`src/rtl/riscv_pkg.sv`:
```
// Shared definitions for the front end: NOP encoding, default reset PC and
// the fetch FSM state type.
package riscv_pkg;

    localparam int          XLEN             = 32;
    localparam logic [31:0] NOP_INSTR        = 32'h0000_0013;
    localparam logic [31:0] DEFAULT_RESET_PC = 32'h0000_0000;

    typedef enum logic [1:0] {
        ST_REQ  = 2'd0,
        ST_HOLD = 2'd1,
        ST_DROP = 2'd2
    } fetch_state_e;

endpackage

```
`src/rtl/if_skid_buffer.sv`:
```
// One-entry {pc, instr} holding register for a fetch response that arrived
// while decode was stalled.
module if_skid_buffer
    import riscv_pkg::*;
#(
    parameter int XLEN = riscv_pkg::XLEN
) (
    input  logic            clk_i,
    input  logic            rst_i,
    input  logic            load_i,
    input  logic            clear_i,
    input  logic [XLEN-1:0] pc_i,
    input  logic [31:0]     instr_i,
    output logic            full_o,
    output logic [XLEN-1:0] pc_o,
    output logic [31:0]     instr_o
);

    logic            full_q,  full_d;
    logic [XLEN-1:0] pc_q,    pc_d;
    logic [31:0]     instr_q, instr_d;

    always_comb begin
        full_d  = full_q;
        pc_d    = pc_q;
        instr_d = instr_q;
        if (clear_i) begin
            full_d = 1'b0;
        end else if (load_i) begin
            full_d  = 1'b1;
            pc_d    = pc_i;
            instr_d = instr_i;
        end
    end

    always_ff @(posedge clk_i or posedge rst_i) begin
        if (rst_i) begin
            full_q  <= 1'b0;
            pc_q    <= '0;
            instr_q <= NOP_INSTR;
        end else begin
            full_q  <= full_d;
            pc_q    <= pc_d;
            instr_q <= instr_d;
        end
    end

    assign full_o  = full_q;
    assign pc_o    = pc_q;
    assign instr_o = instr_q;

endmodule

```
`src/rtl/fetch_stage.sv`:
```
// Instruction fetch: PC, single-outstanding imem handshake, IF/ID register,
// stall/flush handling and a skid entry for responses caught by a stall.
module fetch_stage
    import riscv_pkg::*;
#(
    parameter logic [31:0] RESET_PC = riscv_pkg::DEFAULT_RESET_PC,
    parameter int          XLEN     = riscv_pkg::XLEN
) (
    input  logic            clk_i,
    input  logic            rst_i,
    input  logic            stall_i,
    input  logic            flush_i,
    input  logic [XLEN-1:0] branch_target_i,
    output logic            imem_req_o,
    output logic [XLEN-1:0] imem_addr_o,
    input  logic [31:0]     imem_rdata_i,
    input  logic            imem_valid_i,
    output logic            if_id_valid_o,
    output logic [XLEN-1:0] if_id_pc_o,
    output logic [31:0]     if_id_instr_o
);

    fetch_state_e    state_q, state_d;
    logic [XLEN-1:0] pc_q, pc_d;
    logic            if_id_valid_q, if_id_valid_d;
    logic [XLEN-1:0] if_id_pc_q, if_id_pc_d;
    logic [31:0]     if_id_instr_q, if_id_instr_d;

    logic            skid_load, skid_clear, skid_full;
    logic [XLEN-1:0] skid_pc;
    logic [31:0]     skid_instr;
    logic [XLEN-1:0] target;
    logic [XLEN-1:0] pc_next;

    assign target  = branch_target_i & ~{{(XLEN-2){1'b0}}, 2'b11};
    assign pc_next = pc_q + XLEN'(4);

    if_skid_buffer #(.XLEN(XLEN)) u_skid (
        .clk_i   (clk_i),
        .rst_i   (rst_i),
        .load_i  (skid_load),
        .clear_i (skid_clear),
        .pc_i    (pc_q),
        .instr_i (imem_rdata_i),
        .full_o  (skid_full),
        .pc_o    (skid_pc),
        .instr_o (skid_instr)
    );

    always_comb begin
        // NOTE: every signal gets its hold value first, so no path through the
        // case can leave one unassigned and infer a latch.
        state_d       = state_q;
        pc_d          = pc_q;
        if_id_valid_d = if_id_valid_q;
        if_id_pc_d    = if_id_pc_q;
        if_id_instr_d = if_id_instr_q;
        skid_load     = 1'b0;
        skid_clear    = 1'b0;

        unique case (state_q)
            ST_REQ: begin
                if (flush_i) begin
                    if_id_valid_d = 1'b0;
                    if_id_instr_d = NOP_INSTR;
                    skid_clear    = 1'b1;
                    pc_d          = target;
                    // A same-cycle response closes the request; otherwise it is still in flight.
                    state_d       = imem_valid_i ? ST_REQ : ST_DROP;
                end else if (imem_valid_i) begin
                    pc_d = pc_next;
                    if (!if_id_valid_q || !stall_i) begin
                        if_id_valid_d = 1'b1;
                        if_id_pc_d    = pc_q;
                        if_id_instr_d = imem_rdata_i;
                    end else begin
                        skid_load = 1'b1;
                        state_d   = ST_HOLD;
                    end
                end else if (!stall_i) begin
                    if_id_valid_d = 1'b0;
                    if_id_instr_d = NOP_INSTR;
                end
            end
            ST_HOLD: begin
                if (flush_i) begin
                    if_id_valid_d = 1'b0;
                    if_id_instr_d = NOP_INSTR;
                    skid_clear    = 1'b1;
                    pc_d          = target;
                    state_d       = ST_REQ;
                end else if (!stall_i) begin
                    if_id_valid_d = 1'b1;
                    if_id_pc_d    = skid_pc;
                    if_id_instr_d = skid_instr;
                    skid_clear    = 1'b1;
                    state_d       = ST_REQ;
                end
            end
            ST_DROP: begin
                if (flush_i) begin
                    if_id_valid_d = 1'b0;
                    if_id_instr_d = NOP_INSTR;
                    pc_d          = target;
                end
                if (imem_valid_i) begin
                    state_d = ST_REQ;
                end
            end
            default: begin
                state_d = ST_REQ;
            end
        endcase
    end

    always_ff @(posedge clk_i or posedge rst_i) begin
        // NOTE: non-blocking assignments so every flop samples pre-edge values.
        if (rst_i) begin
            state_q       <= ST_REQ;
            pc_q          <= XLEN'(RESET_PC);
            if_id_valid_q <= 1'b0;
            if_id_pc_q    <= '0;
            if_id_instr_q <= NOP_INSTR;
        end else begin
            state_q       <= state_d;
            pc_q          <= pc_d;
            if_id_valid_q <= if_id_valid_d;
            if_id_pc_q    <= if_id_pc_d;
            if_id_instr_q <= if_id_instr_d;
        end
    end

    assign imem_req_o    = (state_q == ST_REQ) && !rst_i;
    assign imem_addr_o   = pc_q;
    assign if_id_valid_o = if_id_valid_q;
    assign if_id_pc_o    = if_id_pc_q;
    assign if_id_instr_o = if_id_instr_q;

    // No request is outstanding in HOLD, so a response there is a memory protocol error.
    a_no_valid_in_hold: assert property (
        @(posedge clk_i) disable iff (rst_i) !(state_q == ST_HOLD && imem_valid_i)
    );

endmodule

```
`config.mk`:
```
export PLATFORM = sky130hd
export DESIGN_NAME = fetch_stage
export DESIGN_NICKNAME = d
export VERILOG_FILES = /design/src/rtl/riscv_pkg.sv /design/src/rtl/if_skid_buffer.sv /design/src/rtl/fetch_stage.sv
export SDC_FILE = /design/constraint.sdc
export NUM_CORES = 1
export LEC_CHECK = 0
export ABC_AREA = 1
export CAP_MARGIN = 20
export CORE_MARGIN = 2
export CORE_UTILIZATION = 56
export CTS_BUF_LIST = sky130_fd_sc_hd__clkbuf_4 sky130_fd_sc_hd__clkbuf_8 sky130_fd_sc_hd__clkbuf_16
export CTS_CLUSTER_DIAMETER = 100
export DETAILED_ROUTE_END_ITERATION = 6
export PLACE_DENSITY = 0.86
export SKIP_LAST_GASP = 1
export SYNTH_ARGS = -nofsm -noshare
export SYNTH_HDL_FRONTEND = slang
export SYNTH_SLANG_ARGS = --single-unit
```
`constraint.sdc`:
```
create_clock -name clk_i -period 10.2 [get_ports clk_i]
set_input_delay 3.06 -clock clk_i [delete_from_list [all_inputs] [get_ports clk_i]]
set_output_delay 3.06 -clock clk_i [all_outputs]
set_load 0.03 [all_outputs]
```
==> impl_metrics.py <==
metrics = {
    "status": {
        "run_status": "complete, no violations",
    },
    "power": {
        "cellLeakagePower_nw": 4.64,
        "p_clk_share_pct": 16.7,
        "ir_drop_worst_case_vdd_mv": 0.193,
        "net-switching-power_mw": 1.69,
        "power.combinational.fraction_pct": 52.0,
        "power_frac_seq_pct": 31.3,
        "p_per_area_nw_per_um2": 353,
        "internal-power_mw": 1.96,
        "switching_share_pct": 46.3,
    },
    "sta": {
        "finClkSkew_ps": 11.4,
        "fin_crit_sh_pct": 72.8,
        "hold-worst-slack_ps": 468,
        "timing.fmax_mhz": 135,
        "setup-tns-final_ps": 0,
        "min_period_ps": 7430,
        "worst-slew-pin-transition_ps": 1140,
        "final_hold_viol_count": 0,
        "setup_violations": 0,
        "timing_max_transition_violations_final": 0,
        "rsz0062_at_grt": "no",
        "rel_slew_slack_pct": 23.5,
    },
    "final_layout": {
        "final_net_count": 1257,
        "ant_diodes": 0,
        "n_fill_cell": 1102,
        "multi_input_comb_area_um2": 3610,
        "flow.area_growth_from_synthesis_pct": 25.7,
        "final-seq-area_um2": 3940,
        "final_layout_size_suffix_gt1_share_pct": 11.5,
    },
    "flow_run": {
        "maxCapViolations": 0,
    },
    "die": {
        "die_w_um": 125,
        "dieArea_um2": 15600,
        "die_h_um": 125,
        "core_area_um2": 14400,
        "io-pin-count": 167,
        "placement_rows": 44,
        "initial_standard_cell_utilization_of_the_core_pct": 56.9,
    },
    "drt": {
        "antenna_left": 0,
        "wire_per_inst_um": 15.1,
        "drt-pass1-iter-count": 7,
        "detailedRoute.firstIterationViolations": 491,
        "routed_wl_mm": 20.8,
        "detail_route.vias_per_cell": 5.35,
        "vias": 7383,
        "post-route-drc-count": 0,
    },
    "worst_setup_path": {
        "critPathMaxFanout": 2,
        "worst_path_most_repeated_cell": "sky130_fd_sc_hd__clkdlybuf4s50_1",
        "worstPathArrival_ps": 4370,
        "path_delay_family": "buffers and inverters",
        "timing.critical_path.cells": "clkdlybuf4s50_1, nor2_1, clkdlybuf4s50_1",
        "critPathKind": "primary input to output port",
        "critical_path.startpoint_type": "primary input",
        "timing.critical_path.required_ps": 7140,
        "critical-path-slowest-cell": "sky130_fd_sc_hd__clkdlybuf4s50_1",
        "endpoint_kind": "output port",
        "max_stage_delay_ps": 680,
        "path_buf_inv": 2,
    },
    "logic_synthesis": {
        "yosysSeqAreaShare_pct": 47.9,
        "synth_cell_types": 34,
        "area_of_the_mapped_netlist_um2": 8210,
        "ys_seq_elements": 157,
        "syn-mean-instance-area_um2": 7.81,
        "synth-edff-count": 0,
        "synth_warnings": 0,
        "synth-main-ff-cell": "sky130_fd_sc_hd__dfrtp_1",
        "netlist_instances": 1051,
        "postSynth.asyncResetShare_pct": 100,
    },
    "global_route": {
        "first_global_vias": 7156,
        "overflow": 0,
        "first_pass_grt_wire_length_mm": 34.6,
        "grt_usage_pct": 27.3,
        "grt_max_degree": 80,
        "grt_antenna_before_repair": 0,
    },
    "cts": {
        "insertion_delay_ps": 430,
        "numClockSinks": 157,
        "cts_resized": 0,
        "clockBufferDepth": 2,
        "register_clock_pin_slew_on_the_reported_worst_setup_and_hold_paths_ps": 60,
        "cts_post_setup_buffers_inserted": 0,
        "cts_stage_hold_buffer_count": 0,
        "cts_inserted_buffers": 17,
        "cts.root.buffer_cell": "sky130_fd_sc_hd__clkbuf_16",
        "tritoncts": "yes",
        "cts.htree.levels": 4,
    },
    "hold_path": {
        "worst_hold_class": "register to register",
    },
    "placed_design": {
        "gpl.final_weighted_congestion": 0.932,
        "detailed_place_hpwl_mm": 13.8,
        "buffer_ports.inserted": 160,
    },
}
## state kept, by name, summed over array words and instances, names as in the netlist
register	cells
if_id_instr_o	32
u_skid.instr_o	32
if_id_pc_o	30
imem_addr_o	30
u_skid.pc_o	30
state_q	2
if_id_valid_o	1
## power by group through the flow
stage	registers [mW]	logic (mW)	clock network, mW
final	1.14	1.90	0.608
after global routing	1.18	2.08	0.642
after CTS	1.14	1.90	0.619
after detailed placement	1.14	1.89	0
after global placement	1.14	1.85	0
after floorplan	1.43	1.04	0
## cells in the mapped netlist, types with 8 or more instances
cell type / n / area share [%]
sky130_fd_sc_hd__a21oi_1: 10 / 0.61
sky130_fd_sc_hd__a21oi_2: 30 / 3.2
sky130_fd_sc_hd__buf_2: 22 / 1.3
sky130_fd_sc_hd__buf_4: 8 / 0.73
sky130_fd_sc_hd__buf_6: 8 / 1.1
sky130_fd_sc_hd__clkbuf_1: 14 / 0.64
sky130_fd_sc_hd__dfrtp_1: 151 / 46
sky130_fd_sc_hd__inv_1: 74 / 3.4
sky130_fd_sc_hd__inv_2: 8 / 0.37
sky130_fd_sc_hd__nand2_1: 367 / 17
sky130_fd_sc_hd__nand3_1: 42 / 2.6
sky130_fd_sc_hd__nor2_1: 78 / 3.6
sky130_fd_sc_hd__nor2_2: 38 / 2.9
sky130_fd_sc_hd__o21a_1: 30 / 2.7
sky130_fd_sc_hd__o21ai_0: 100 / 6.1
sky130_fd_sc_hd__o21ai_1: 25 / 1.5
## per-stage QoR
stage | instances | setup slack [ps] | utilization (%) | total power, mW | instance area (um^2)
6_report | 1380 | 2770 | 71.6 | 3.65 | 10300
5_1_grt | 1380 | 2700 | 71.6 | 3.90 | 10300
4_1_cts | 1379 | 2770 | 71.4 | 3.66 | 10300
3_5_place_dp | 1347 | 2770 | 67.5 | 3.03 | 9730
3_3_place_gp | 1347 | 2800 | 67.5 | 2.98 | 9730
2_1_floorplan | 1054 | 2920 | - | 2.48 | 8220
## layer usage
| metal | GRT usage [%] | vias up | share of wire (%) |
|---|---|---|---|
| met5 | 0 | - | 0 |
| met4 | 11.8 | 0 | 2.8 |
| met3 | 6.55 | 46 | 7.6 |
| met2 | 43.8 | 302 | 47 |
| met1 | 35.6 | 3436 | 42 |
| li1 | - | 3599 | - |
## placed cells by master (no fill, tap or decap), types with 25 or more instances in the layout
cell,instances
sky130_fd_sc_hd__inv_1,73
sky130_fd_sc_hd__o21ai_0,100
sky130_fd_sc_hd__nand2_1,367
sky130_fd_sc_hd__clkdlybuf4s50_1,160
sky130_fd_sc_hd__dfrtp_1,151
sky130_fd_sc_hd__a21oi_2,30
sky130_fd_sc_hd__nor2_2,38
sky130_fd_sc_hd__o21ai_1,25
sky130_fd_sc_hd__nor2_1,77
sky130_fd_sc_hd__o21a_1,30
sky130_fd_sc_hd__nand3_1,42
## cells by family after synthesis
family | share of synthesized area [%]
AO/OA/AOI/OAI | 15.3
adder cells (fa/ha/maj) | 0.762
buffers and inverters | 8.37
AND/OR/NAND/NOR | 27.5
flip-flops | 47.9
other | 0.0457
## final cells by class
cell class                 instances  share of cell area, %
tap                              184                   2.23
clock buffer                      20                   4.34
sequential                       157                   38.1
timing repair buffer             165                   16.1
inverter                          83                   3.09
clock inverter                    12                   1.13
multi-input combinational        759                   35.0
## worst min-delay path, stage by stage, from the launching register on
cell and delay [ps]:
sky130_fd_sc_hd__dfstp_2 360, sky130_fd_sc_hd__nand2_1 60, sky130_fd_sc_hd__nand2_1 50
## path summary, 6_finish.rpt
kind	start	endpoint	slack, ps	depth (start not counted)
worst max-delay path	rst_i	imem_req_o	2770	3
worst min-delay path	u_skid.instr_o[0]	u_skid.instr_o[0]	470	2
min in group asynchronous	rst_i	if_id_instr_o[10]	3160	2
worst min register to register	u_skid.instr_o[0]	u_skid.instr_o[0]	470	2
worst max register to register	state_q[1]	if_id_pc_o[8]	7490	8
max in group asynchronous	rst_i	u_skid.instr_o[1]	5880	4
Power figures use the tool's default switching activity.
